<file path="src/rtl/ps2_pkg.sv">
// Shared constants and FSM state encoding for the PS/2 keyboard receiver.
package ps2_pkg;

    localparam logic [7:0] PS2_BREAK = 8'hF0;
    localparam logic [7:0] PS2_EXT   = 8'hE0;

    typedef logic [1:0] ps2_state_t;

    localparam ps2_state_t IDLE   = 2'd0;
    localparam ps2_state_t DATA   = 2'd1;
    localparam ps2_state_t PARITY = 2'd2;
    localparam ps2_state_t STOP   = 2'd3;

endpackage

</file>
<file path="src/rtl/ps2_sync_filter.sv">
// 2-flop synchroniser plus a saturating level filter; emits a one-cycle pulse
// when the filtered level goes 1->0.
module ps2_sync_filter #(
    parameter int unsigned FILTER_LEN = 8
) (
    input  logic clk,
    input  logic reset,
    input  logic din,
    output logic fall
);

    logic [1:0] sync;
    logic       filt;
    logic       filt_d;
    logic [7:0] cnt;

    always_ff @(posedge clk) begin
        if (reset) begin
            sync   <= '1;
            filt   <= 1'b1;
            filt_d <= 1'b1;
            cnt    <= '0;
        end else begin
            sync   <= {sync[0], din};
            filt_d <= filt;
            // Any sample agreeing with the current level restarts the run.
            if (sync[1] == filt) begin
                cnt <= '0;
            end else if (cnt == 8'(FILTER_LEN - 1)) begin
                filt <= sync[1];
                cnt  <= '0;
            end else begin
                cnt <= cnt + 8'd1;
            end
        end
    end

    assign fall = filt_d & ~filt;

endmodule

</file>
<file path="src/rtl/ps2_keyboard_rx.sv">
// PS/2 keyboard receiver presenting the latest scan code as key_reg.
// Optional macro PS2_BREAK_FILTER_EN suppresses break codes (F0 and the byte after it).
module ps2_keyboard_rx
    import ps2_pkg::*;
#(
    parameter int unsigned FILTER_LEN     = 8,
    parameter int unsigned TIMEOUT_CYCLES = 50000
) (
    input  logic       clk,
    input  logic       reset,
    input  logic       ps2_clk,
    input  logic       ps2_data,
    input  logic       rd_ack,
    output logic [7:0] key_reg,
    output logic       key_valid,
    output logic       parity_err,
    output logic       overrun
);

    localparam int unsigned TW = (TIMEOUT_CYCLES > 1) ? $clog2(TIMEOUT_CYCLES) : 1;
    localparam logic [TW-1:0] TMO_LAST = TW'(TIMEOUT_CYCLES - 1);

    logic          clk_fall;
    logic [1:0]    data_sync;
    logic          data_s;
    ps2_state_t    state;
    logic [2:0]    bit_cnt;
    logic [7:0]    shift;
    logic          par_bit;
    logic [TW-1:0] tmo_cnt;
    logic          stop_fall;
    logic          frame_ok;
    logic          err_event;
    logic          accept;
    logic          deliver;
`ifdef PS2_BREAK_FILTER_EN
    logic          break_pending;
`endif

    ps2_sync_filter #(.FILTER_LEN(FILTER_LEN)) u_clk_filt (
        .clk   (clk),
        .reset (reset),
        .din   (ps2_clk),
        .fall  (clk_fall)
    );

    assign data_s = data_sync[1];

    always_comb begin
        stop_fall = clk_fall && (state == STOP);
        frame_ok  = data_s && (^{shift, par_bit});
        err_event = stop_fall && !frame_ok;
        accept    = stop_fall && frame_ok;
        deliver   = accept;
`ifdef PS2_BREAK_FILTER_EN
        if (accept && (shift == PS2_BREAK || break_pending))
            deliver = 1'b0;
`endif
    end

    always_ff @(posedge clk) begin
        if (reset) begin
            data_sync  <= '1;
            state      <= IDLE;
            bit_cnt    <= '0;
            shift      <= '0;
            par_bit    <= 1'b0;
            tmo_cnt    <= '0;
            key_reg    <= '0;
            key_valid  <= 1'b0;
            parity_err <= 1'b0;
            overrun    <= 1'b0;
        end else begin
            data_sync <= {data_sync[0], ps2_data};

            if (clk_fall) begin
                case (state)
                    IDLE: begin
                        if (!data_s) begin
                            state   <= DATA;
                            bit_cnt <= '0;
                        end
                    end
                    DATA: begin
                        shift   <= {data_s, shift[7:1]};
                        bit_cnt <= bit_cnt + 3'd1;
                        if (bit_cnt == 3'd7)
                            state <= PARITY;
                    end
                    PARITY: begin
                        par_bit <= data_s;
                        state   <= STOP;
                    end
                    default: state <= IDLE;
                endcase
            end else if (state != IDLE && tmo_cnt == TMO_LAST) begin
                state <= IDLE;
            end

            if (clk_fall || state == IDLE || tmo_cnt == TMO_LAST)
                tmo_cnt <= '0;
            else
                tmo_cnt <= tmo_cnt + 1'b1;

            if (deliver)
                key_reg <= shift;
            key_valid  <= deliver | (key_valid & ~rd_ack);
            overrun    <= (deliver & key_valid & ~rd_ack) | (overrun & ~rd_ack);
            parity_err <= err_event | (parity_err & ~rd_ack);
        end
    end

`ifdef PS2_BREAK_FILTER_EN
    always_ff @(posedge clk) begin
        if (reset)
            break_pending <= 1'b0;
        else if (accept)
            break_pending <= (shift == PS2_BREAK);
    end
`endif

endmodule
</file>
<file path="config.mk">
export PLATFORM = sky130hd
export DESIGN_NAME = ps2_keyboard_rx
export DESIGN_NICKNAME = d
export VERILOG_FILES = /design/src/rtl/ps2_pkg.sv /design/src/rtl/ps2_sync_filter.sv /design/src/rtl/ps2_keyboard_rx.sv
export SDC_FILE = /design/constraint.sdc
export NUM_CORES = 1
export LEC_CHECK = 0
export BUFFER_PORTS_ARGS = -buffer_cell sky130_fd_sc_hd__buf_4
export CORE_ASPECT_RATIO = 0.5
export CORE_UTILIZATION = 58
export CTS_BUF_LIST = sky130_fd_sc_hd__clkbuf_16
export CTS_CLUSTER_DIAMETER = 80
export CTS_CLUSTER_SIZE = 14
export DETAILED_ROUTE_END_ITERATION = 10
export PLACE_DENSITY_LB_ADDON = 0.25
export SLEW_MARGIN = 5
export SYNTH_ARGS = -nofsm -noshare
export SYNTH_HDL_FRONTEND = slang
export SYNTH_SLANG_ARGS = --single-unit
</file>
<file path="constraint.sdc">
create_clock -name clk -period 3.95 [get_ports clk]
set_input_delay 0.395 -clock clk [delete_from_list [all_inputs] [get_ports clk]]
set_output_delay 0.395 -clock clk [all_outputs]
set_load 0.005 [all_outputs]
</file>
**Word level (Yosys, flattened, before mapping)**

Cells that the tools add are included.

- Bits in registers: 55
- Bits in latches: 0
- Memory bits (writable): 0
- Bits in read-only memories: 0
- Bits of input ports: 5
- Output and inout bits: 11
- Memories kept: 0

- Add/sub/neg operators: 3
- Multiply operators: 0
- Divide/modulo/power cells: 0
- Magnitude comparators: 0
- Equal/unequal tests: 10
- Shift operators: 0
- Multiplexer cells: 7
- Bitwise logic cells: 12
- Reduce and logical (&&, ||, !) cells: 20

Operator list:

| kind | number |
|---|---|
| $add 16x1->16 const B | 1 |
| $eq 16x16->1 const B | 1 |
| $reduce_xor 9->1 | 1 |
| $add 8x1->8 const B | 1 |
| $eq 8x3->1 const B | 1 |
| $mux 2 | 4 |
| $and 1x1->1 | 6 |
| $ne 3x3->1 const B | 2 |
| $pmux 2 s3 | 1 |
| $pmux 3 s2 | 1 |
| $reduce_and 2->1 | 3 |
| $reduce_and 3->1 | 2 |
| $reduce_bool 2->1 | 3 |
| $logic_and 1x1->1 | 5 |
| $eq 2x2->1 const B | 2 |
| $add 3x1->3 const B | 1 |
| $eq 3x3->1 const B | 1 |
| $mux 3 | 1 |
| $not 1->1 | 3 |
| $or 1x1->1 | 3 |
| $reduce_or 3->1 | 1 |
| $eq 2x1->1 const B | 1 |
| $logic_not 2->1 | 1 |
| $logic_or 1x1->1 | 2 |
| 4 further kinds | 4 |

**Logic depth before layout (Yosys ltp)**

- Depth after elaboration: 7
- Depth in mapped cells: 7
- Gate-level depth less buffers: 6

**By module**

From an unflattened synthesis, not the netlist that was laid out.

- Cells, all modules: 263
- Area total of the unflattened synthesis: 2449.8 um^2

By module, submodules not included:

| module | instances | cells each | area an instance (um^2) | seq. area each (um^2) |
|---|---|---|---|---|
| ps2_keyboard_rx | 1 | 213 | 1960.6 | 860.8 |
| ps2_sync_filter | 1 | 50 | 489.2 | 240.2 |

**Worst setup path after synthesis**

OpenSTA, ideal clock, no wires.

- Path type: register -> register
- Start: register tmo_cnt[0]
- End: register tmo_cnt[10]
- Arrival time: 1.543 ns
- Slack: 2.279 ns
- Stages on the path, launching flop included: 8
- Buffers on the path: 2
- Clock period less this slack: 1.671 ns
- Path through: dfxtp_1 ha_1 and3_1 clkbuf_1 a41oi_1 nand2_1 clkbuf_1 nor2_1

- Word-level cells in the longest chain between the ends: 3
- Elaborated cells between the ends (all ways): 4
- Those cells by class: add/sub (1); eq/ne (1); reduce/logical (2)

RTL lines:

| what | line | RTL |
|---|---|---|
| start: declaration | ps2_keyboard_rx.sv:30 | `logic [TW-1:0] tmo_cnt;` |
| start signal: assignment | ps2_keyboard_rx.sv:103 | `tmo_cnt <= tmo_cnt + 1'b1;` |
| parallel branches: the longest is 3 deep, another holds $add 16x1->16 | n/a |  |

Parallel ways; which one is timed is not known.
A chain may end at the register's enable or synchronous reset.

**Final worst setup path**

- Start: register state[1]
- End: register state[1]

- Word-level cells in the longest chain between the ends: 4
- Elaborated cells between the ends (all ways): 11
- Those cells by class: eq/ne (4); mux (2); reduce/logical (5)

RTL lines:

| what | line | RTL |
|---|---|---|
| start: declaration | ps2_keyboard_rx.sv:26 | `ps2_state_t state;` |
| start signal: assignment | ps2_keyboard_rx.sv:64 | `state <= IDLE;` |
| start signal: assignment | ps2_keyboard_rx.sv:80 | `state <= DATA;` |
| start signal: assignment | ps2_keyboard_rx.sv:88 | `state <= PARITY;` |
| parallel branches: the longest is 4 deep, another holds $ne 3x3->1 | n/a |  |

Parallel ways; which one is timed is not known.

==> run_results.csv <==
group,metric,value,unit
run_status,status,"complete, no violations",
cells_and_area,top_register,"tmo_cnt",
synth,synthArstFlopShare,0,%
setup_path,worstPathArrival,2010,ps
timing,rsz0062_at_grt,"false",
timing,finalSetupViolations,0,
die,row_count,16,
synth,syn_nets,270,
setup_path,r2r_slack,2110,ps
pwr,ir_worst_vdd,0.1936,mV
clocking,post-cts-setup-buffer-count,0,
synth,netlist_instances,256,
setup_path,path_cells,"inv_1 -> ha_1 -> nand3b_1 -> o221a_2 -> nand2_1 -> a21oi_1",
synth,yosysSeqAreaShare,44.88,%
pwr,cellLeakagePower,1.074,nW
synth,yosys_most_used_dff,"dfxtp_1",
routing,drtIter0Drc,61,
placement,io_buffers,15,
synth,yosysWarnings,0,
cells_and_area,fin_nets,281,
grt,grt_max_degree,42,
routing,wire_per_inst,12.77,µm
clocking,path_clk_slew,70,ps
die,die-height,47.99,µm
cells_and_area,largest_register_ff_count,16,
setup_path,worstPathRequired,4120,ps
setup_path,cp_max_fo,10,
placement,place_ws,2117,ps
clocking,ctsResizeCount,0,
die,initial_core_util,61.59,%
grt,antenna_found_initial,0,
grt,grt_pass1_vias,1444,
grt,grt_usage,19.75,%
routing,route.detailed.drc,0,
die,dieArea,4510,µm²
timing,relSlewSlack,60.71,%
die,design.core.area,3984,µm²
setup_path,r2r_cells,6,
pwr,power_density,368.5,nW/µm²
setup_path,crit_family,"compound AO/OA/AOI/OAI gates",
die,chipWidth,93.98,µm
setup_path,r2r-end,"state[1]",
routing,routed_via_density,5.332,
die,io_pins,16,
timing,slew_violations,0,
timing,layout_setup_ws,2109,ps
setup_path,critPathBufInv,1,
clocking,numCtsBuffers,5,
flow_run,drv_cap,0,
clocking,cts_hold_buf,0,
setup_path,worst_setup_path_end_kind,"flip-flop",
synth,avgSynthCellArea,9.584,µm²
clocking,cts_tree,"yes",
clocking,clk_latency,290,ps
timing,finalHoldViolations,0,
synth,synth-edff-count,0,
routing,vias,1717,
cells_and_area,n_antenna_cell,0,
clocking,clockBufferDepth,2,
synth,synth-seq-cells,55,
grt,grt_pass1_wl,6582,µm
setup_path,path_class,"flip-flop to flip-flop",
min_path,whs_path_depth,2,
placement,dp_hpwl,2799,µm
setup_path,cp_slowest_stage_delay,470,ps
routing,dr.pass1.iters,4,
min_path,hold_path_class,"input port to flip-flop",
setup_path,start_kind,"flip-flop",
timing,fin_hold_ws,280.6,ps
clocking,cts_max_level,2,
grt,overflow,0,
min_path,whs_endpoint,"data_sync[0]",
routing,antenna_left,0,
min_path,min-delay-start,"ps2_data",
cells_and_area,layout-drive-gt1-share,11.94,%
timing,finalCritPeriodShare,46.60,%
synth,synth_area,2454,µm²
setup_path,path_depth,6,
clocking,clkSinkCount,55,
timing,worst_slew_pin_slew,587.5,ps
timing,tns,0,ps
timing,fin_crit,1841,ps
timing,fmax,0.5433,GHz
setup_path,cp_slowest_cell,"o221a_2",
clocking,cts_root_buffer,"clkbuf_16",
synth,synthDistinctLibCells,40,
cells_and_area,area_growth,11.42,%
routing,totalWireLength,4112,µm
placement,gp_congestion,0.8254,
setup_path,worstReg2RegStart,"state[1]",
timing,skew,6.157,ps
-- stage by stage --
| step | power (mW) | cells | cell area [µm²] | utilization [%] |
|---|---|---|---|---|
| 2_1_floorplan | 0.5802 | 256 | 2454 | - |
| 3_3_place_gp | 0.5848 | 314 | 2584 | 64.86 |
| 3_5_place_dp | 0.5851 | 314 | 2584 | 64.86 |
| 4_1_cts | 1.017 | 322 | 2734 | 68.62 |
| 5_1_grt | 1.041 | 322 | 2734 | 68.62 |
| 6_report | 1.007 | 322 | 2734 | 68.62 |
-- metal layers --
metal  GRT usage (%)  wire (µm)  part of all wire (%)
met5               0          0                     0
met4           8.000         45                   1.1
met2           33.43       1815                    44
met1           24.35       2105                    51
met3           6.349        145                   3.5
-- cell usage after synthesis (2+ instances only) --
cell type   n  area share, %
a21boi_0    2           0.61
a21oi_1     5            1.0
and2_1      2           0.51
and3_1      4            1.0
and4_1      3            1.1
clkbuf_1    9            1.4
dfxtp_1    55             45
ha_1        9            4.6
inv_1       4           0.61
mux2i_1    21            8.6
nand2_1     9            1.4
nand2b_1   20            5.1
nand3_1    10            2.0
nand4_1     4            1.0
nor2_1     40            6.1
nor2b_1     4            1.0
o21ai_0     5            1.0
or2_2       6            1.5
or3_1       2           0.51
xnor2_1     8            2.9
xor2_1     15            5.4
-- how the worst max path moves through the flow --
stage	to	startpoint	slack [ps]
2_1_floorplan	tmo_cnt[10]	tmo_cnt[0]	2280
3_3_place_gp	state[1]	state[0]	2140
3_5_place_dp	state[1]	state[1]	2120
4_1_cts	state[1]	state[1]	2110
5_1_grt	state[0]	state[1]	1930
6_report	state[1]	state[1]	2110
-- cells by family (layout without fill, tap and decap cells) --
| logic type | count (synthesis) | after routing | synth area share, % |
|---|---|---|---|
| fa+ha+maj | 9 | 9 | 4.590 |
| buf+inv | 15 | 27 | 2.651 |
| flops | 55 | 55 | 44.88 |
| xor+xnor | 25 | 25 | 10.10 |
| simple gates | 113 | 113 | 24.17 |
| mux | 22 | 22 | 9.179 |
| compound gates | 17 | 17 | 4.436 |
-- layout by cell type (no fill, tap or decap), types with 4 or more instances in the layout --
cell | netlist | routed
a21oi_1 | 5 | 5
and3_1 | 4 | 4
buf_4 | 0 | 15
clkbuf_16 | 0 | 5
dfxtp_1 | 55 | 55
ha_1 | 9 | 9
inv_1 | 4 | 4
mux2i_1 | 21 | 21
nand2_1 | 9 | 9
nand2b_1 | 20 | 20
nand3_1 | 10 | 10
nand4_1 | 4 | 4
nor2_1 | 40 | 40
nor2b_1 | 4 | 4
o21ai_0 | 5 | 5
or2_2 | 6 | 6
xnor2_1 | 8 | 8
xor2_1 | 15 | 15
-- where the power goes --
group	internal, mW	switching (mW)	leakage [nW]
Sequential	0.556	0.00162	0.444
Clock	0.237	0.198	0.0700
Combinational	0.00720	0.00712	0.560
Total	0.801	0.207	1.07
-- cell type report --
type / instances / area (µm²)
repair buffers: 15 / 112.6
clock buffers: 5 / 125.1
fillers: 316 / 1250
clock inverters: 3 / 25.02
flip-flops and latches: 55 / 1101
inverters: 4 / 15.01
well taps: 54 / 67.56
multi-input cells: 186 / 1287
Power figures use the tool's default switching activity.
